==> config.mk <==
export PLATFORM = sky130hd
export DESIGN_NAME = aclk_fsm
export DESIGN_NICKNAME = d
export VERILOG_FILES = /design/src/rtl/aclk_fsm.sv
export SDC_FILE = /design/constraint.sdc
export NUM_CORES = 1
export LEC_CHECK = 0
export ABC_AREA = 1
export BUFFER_PORTS_ARGS = -buffer_cell sky130_fd_sc_hd__buf_2
export CORE_AREA = 2 2 39 41
export CTS_CLUSTER_SIZE = 30
export DETAILED_ROUTE_END_ITERATION = 8
export DIE_AREA = 0 0 41 43
export GPL_ROUTABILITY_DRIVEN = 0
export PLACE_DENSITY_LB_ADDON = 0.3
export SLEW_MARGIN = 30
export SYNTH_ARGS = -nofsm -noshare
export SYNTH_HDL_FRONTEND = slang
export SYNTH_SLANG_ARGS = --single-unit
==> constraint.sdc <==
create_clock -name clock -period 3.7 [get_ports clock]
set_clock_uncertainty 0.2 [all_clocks]
set_input_delay 0.74 -clock clock [delete_from_list [all_inputs] [get_ports clock]]
set_output_delay 0.74 -clock clock [all_outputs]
set_load 0.02 [all_outputs]
==> src/rtl/aclk_fsm.sv <==
// Alarm clock mode controller: decodes buttons and keypad into load/shift strobes and display selects.
// Latency: Moore outputs straight off the state register. Backpressure: none; inputs are sampled every cycle.
module aclk_fsm #(
  parameter logic [3:0]  NOKEY     = 4'd10,
  parameter int unsigned TIMEOUT_S = 10,
  parameter int unsigned CNT_W     = 4
) (
  input  logic       clock,
  input  logic       reset,
  input  logic       one_second,
  input  logic       alarm_button,
  input  logic       time_button,
  input  logic [3:0] key,
  output logic       load_new_a,
  output logic       load_new_c,
  output logic       show_a,
  output logic       show_new_time,
  output logic       shift,
  output logic       reset_count
);

  typedef enum logic [2:0] {
    SHOW_TIME        = 3'd0,
    KEY_STORED       = 3'd1,
    KEY_WAITED       = 3'd2,
    KEY_ENTRY        = 3'd3,
    SHOW_ALARM       = 3'd4,
    SET_ALARM_TIME   = 3'd5,
    SET_CURRENT_TIME = 3'd6
  } state_t;

  localparam logic [CNT_W-1:0] CNT_LAST = CNT_W'(TIMEOUT_S - 1);

  state_t           state_q, state_d;
  logic [CNT_W-1:0] cnt_q, cnt_d;
  logic             key_vld;
  logic             timeout;
  logic             counting_q;
  logic             counting_d;

  always_ff @(posedge clock) begin
    if (reset) begin
      state_q <= SHOW_TIME;
      cnt_q   <= '0;
    end else begin
      state_q <= state_d;
      cnt_q   <= cnt_d;
    end
  end

  assign key_vld = (key != NOKEY);
  assign timeout = one_second && (cnt_q == CNT_LAST);

  always_comb begin
    state_d = state_q;
    case (state_q)
      SHOW_TIME: begin
        if (alarm_button)  state_d = SHOW_ALARM;
        else if (key_vld)  state_d = KEY_STORED;
      end
      KEY_STORED:          state_d = KEY_WAITED;
      KEY_WAITED: begin
        if (!key_vld)      state_d = KEY_ENTRY;
        else if (timeout)  state_d = SHOW_TIME;
      end
      KEY_ENTRY: begin
        if (alarm_button)      state_d = SET_ALARM_TIME;
        else if (time_button)  state_d = SET_CURRENT_TIME;
        else if (key_vld)      state_d = KEY_STORED;
        else if (timeout)      state_d = SHOW_TIME;
      end
      SHOW_ALARM: begin
        if (!alarm_button) state_d = SHOW_TIME;
      end
      SET_ALARM_TIME:      state_d = SHOW_TIME;
      SET_CURRENT_TIME:    state_d = SHOW_TIME;
      default:             state_d = SHOW_TIME;
    endcase
  end

  // The count only survives while staying inside the waited/entry pair, so a new key
  // (through KEY_STORED) or any exit restarts it from zero.
  assign counting_q = (state_q == KEY_WAITED) || (state_q == KEY_ENTRY);
  assign counting_d = (state_d == KEY_WAITED) || (state_d == KEY_ENTRY);

  always_comb begin
    cnt_d = '0;
    if (counting_q && counting_d) begin
      // Saturate: a key release that coincides with the final tick keeps the entry alive,
      // and the next tick must still time it out.
      if (one_second && (cnt_q != CNT_LAST)) cnt_d = cnt_q + 1'b1;
      else                                   cnt_d = cnt_q;
    end
  end

  always_comb begin
    load_new_a    = 1'b0;
    load_new_c    = 1'b0;
    show_a        = 1'b0;
    show_new_time = 1'b0;
    shift         = 1'b0;
    reset_count   = 1'b0;
    case (state_q)
      KEY_STORED: begin
        shift         = 1'b1;
        show_new_time = 1'b1;
      end
      KEY_WAITED:  show_new_time = 1'b1;
      KEY_ENTRY:   show_new_time = 1'b1;
      SHOW_ALARM:  show_a        = 1'b1;
      SET_ALARM_TIME: begin
        load_new_a = 1'b1;
        show_a     = 1'b1;
      end
      SET_CURRENT_TIME: begin
        load_new_c  = 1'b1;
        reset_count = 1'b1;
      end
      default: ;
    endcase
  end

endmodule

* After elaboration in Yosys (flattened, before gate mapping)
Index checks and enable logic that the tools add are counted.
** Storage, ports and cells
- Register bits :: 7
- Input bits :: 9
- Logic and storage cells :: 38
** Cells by class
- Add/sub/neg operators :: 1
- Equality and inequality tests :: 11
- Muxes and demuxes :: 14
- Bitwise operators :: 1
- Reductions and logical operators :: 9
** Operators by type and width (number)
- 3-bit 2-to-1 mux :: 8
- 3-bit case mux with 5 select lines :: 1
- 3-bit by 2-bit equality test with 1-bit output, second input constant :: 4
- 3-bit equality test, second input constant :: 3
- 4-bit inequality test, second input constant :: 2
- 1-bit 2-to-1 mux :: 5
- 4-bit by 1-bit adder with 4-bit output, second input constant :: 1
- 4-bit equality test, second input constant :: 1
- 2-bit OR reduction :: 2
- 3-bit by 1-bit equality test with 1-bit output, second input constant :: 1
- 1-bit logical AND :: 3
- 3-bit logical NOT :: 1
- 3-bit OR reduction :: 1
- 1-bit logical OR :: 2
- 1-bit NOT :: 1

* Longest topological paths before layout
- Depth after elaboration :: 12
- Gate-level depth with buffers :: 9
- Mapped depth without buffers :: 9

* Worst setup path after synthesis
No wires, ideal clock.
- Path type :: register -> output
- From :: reg state_q[1]
- To :: out reset_count
- Data arrival time :: 1.239 ns
- Slack :: 1.521 ns
- Stages on the path, launching flop included :: 4
- Cells stage by stage :: dfxtp_1 > inv_1 > nor3_1 > buf_4
** On the way
- Cells in the longest elaborated chain, start to end :: 2
** Ends and longest elaborated chain
- from (decl) :: line 34 : state_t state_q, state_d;
- from (signal assigned) :: line 46 : state_q <= state_d;
- 3-bit equality test
- 1-bit 2-to-1 mux
- to (decl) :: line 19 : output logic reset_count
No other way between the ends.

* Worst setup path after layout
- From :: reg state_q[1]
- To :: out load_new_c
** On the way
- Cells in the longest elaborated chain, start to end :: 2
** Ends and longest elaborated chain
- 3-bit equality test :: line 103 : case (state_q)
- 1-bit 2-to-1 mux :: line 103
- to (decl) :: line 15 : output logic load_new_c,
No other way between the ends.

==> results.cfg <==
[synth]
synth-simple-area-share = 0.445
synth_mux_area_frac = 0
synth_top_family_by_area = simple AND/OR/NAND/NOR gates
seq_area_frac_synth = 0.275
yosys_register_bits = 7
synth_xor_area_frac = 0.0516
ys_types = 18
synth_cells = 81
synth_nets = 92
syn-cell-area_sq_um = 509
yosysWarnings = 0
syn_avg_cell_area_sq_um = 6.29
synthAdderAreaFrac = 0.0491
synth_compound_area_frac = 0.0541

[clocking]
cts_root_buf = clkbuf_4
ctsResizeCount = 0
clock_latency_ps = 240
clk_path_buf_depth = 2
numClockSinks = 7
cts_buffers = 3
cts_max_level = 1
postCtsSetupRepairBufs = 0
cts.clk_slew.worst_paths_ps = 50
cts_tree = done
cts_hold_buf = 0

[routing]
wirelength_um = 922
avgViaCountPerCell = 4.39
firstDrtPassIters = 4
route.vias.total = 501
drc = 0
drtIter0Drc = 5
ant_nets = 0
wire_per_inst_um = 8.09

[sta]
finalCritPeriodShare = 0.566
fin_crit_ps = 2090
hold_viol = 0
finalSetupViolCount = 0
grt_setup_unrepaired = no
fin_setup_tns_ps = 0
fmax_ghz = 0.478
drv_slew = 0
relSlewSlack = 0.834
tightest_slew_ps = 248
finalWorstSetupSlack_ps = 1610

[placement]
dp_hpwl_um = 799
pre_cts_ws_ps = 1830
io_buffers = 14
dpl_cell_area_sq_um = 592

[outcome]
outcome = finished, final reports clean

[power]
irDropWorstVdd_v = 0.000213
p_int_w = 0.000135
power.density_mw_per_mm2 = 303
fin_total_pwr_w = 0.000187
power_frac_comb = 0.219
power.switching_w = 0.0000525
p_leak_nw = 0.328
p_sw_frac = 0.280
clkPwrFrac = 0.338
p_seq_frac = 0.443

[setup_path]
r2r-end = cnt_q[0]$_SDFFE_PP0P_
r2r_cells = 7
cp.arrival_ps = 1150
critPathCaptureType = primary output
reg2reg_from = cnt_q[0]$_SDFFE_PP0P_
r2r_slack_ps = 2180
cp.required_ps = 2760
worst-path-max-fanout = 6
start_kind = register
critical_path_class = reg -> out

[grt]
grt_pass1_vias = 420
grt_overflow_total = 0
grt_antenna_before_repair = 0
grt_pass1_wl_um = 1580
grt_start_max_net_pins = 8
grtUsageTotal = 0.127

[floorplanning]
die_width_um = 41
dieArea_sq_mm = 0.00176
placementRows = 14
die_h_um = 43
boundaryPins = 15
start_util = 0.368
coreArea_sq_mm = 0.00138

[final_layout]
layout_commonest_cell = nand2_1
layout_common_cells = 20 x nand2_1, 14 x buf_2, 12 x inv_1
antenna_cells = 0
layout.nets = 110
final_area_sq_um = 618
multi_input_area_sq_um = 305
syn_to_final_growth_pct = 21.4
drive_gt1_frac = 0.286
regArea_sq_um = 140
utilization = 0.447
final.fill_count = 156

[hold_path]
holdPathEnd = cnt_q[1]$_SDFFE_PP0P_
min_path_cells = 4
hold_class = reg -> reg
hold_start = cnt_q[1]$_SDFFE_PP0P_

[run]
cap_violations = 0
## state kept, by name, summed over array words and instances (netlist names)
name	flops
cnt_q	4
state_q	3
## area by class of cell
class | count | area share
Timing Repair Buffer | 14 | 0.113
Multi-Input combinational cell | 58 | 0.494
Inverter | 15 | 0.0911
Sequential cell | 7 | 0.227
Clock buffer | 4 | 0.0425
Tap cell | 16 | 0.0324
## power groups by stage
stage	combinational [W]	sequential, W	clock (W)
global route	0.0000471	0.0000836	0.0000705
CTS	0.0000416	0.0000830	0.0000676
floorplan	0.0000291	0.0000832	0
detailed placement	0.0000415	0.0000845	0
finish	0.0000411	0.0000831	0.0000633
global placement	0.0000410	0.0000844	0
## critical path, stage by stage, from the launching register on
cell and delay (ps):
dfxtp_1 430, inv_1 100, nor3_1 180, buf_2 200
## layer usage
layer | track usage | share of wire | vias to the layer above
li1 | - | - | 283
met1 | 0.180 | 0.52 | 208
met2 | 0.175 | 0.44 | 10
met3 | 0.0314 | 0.039 | 0
met4 | 0.0600 | 0 | 0
met5 | 0 | 0 | -
## synth_stat cells, drive strengths merged
master | n | share of area
nor2 | 14 | 0.13
o21ai | 1 | 0.0098
nand3 | 8 | 0.088
dfxtp | 7 | 0.28
buf | 1 | 0.015
nor3 | 2 | 0.020
a21oi | 3 | 0.029
inv | 15 | 0.11
xor2 | 3 | 0.052
nand2 | 23 | 0.18
nand4 | 1 | 0.025
o21a | 1 | 0.015
ha | 2 | 0.049
## how the worst max path moves through the flow
| stage | from | end | slack, ps | depth (start not counted) |
|---|---|---|---|---|
| finish | state_q[1]$_SDFF_PP0_ | load_new_c | 1610 | 3 |
| global route | state_q[1]$_SDFF_PP0_ | reset_count | 1450 | 3 |
| CTS | state_q[1]$_SDFF_PP0_ | reset_count | 1590 | 3 |
| floorplan | state_q[1]$_SDFF_PP0_ | reset_count | 1520 | 3 |
| detailed placement | key[2] | cnt_q[0]$_SDFFE_PP0P_ | 1830 | 10 |
| global placement | key[2] | cnt_q[0]$_SDFFE_PP0P_ | 1840 | 10 |
## logic make-up after synthesis
kind of cell,Yosys count
AOI/OAI and AO/OA,5
xor gates and xnor gates,3
adders and majority gates,2
buffers and inverters,16
DFF,7
and+or+nand+nor,48
## metrics by stage
stage	std cells	hold slack, ps
5_1_grt	114	432
3_5_place_dp	110	364
4_1_cts	114	372
2_1_floorplan	81	335
6_report	114	367
3_3_place_gp	110	362
Note: power is estimated with default switching activity, not from simulation.
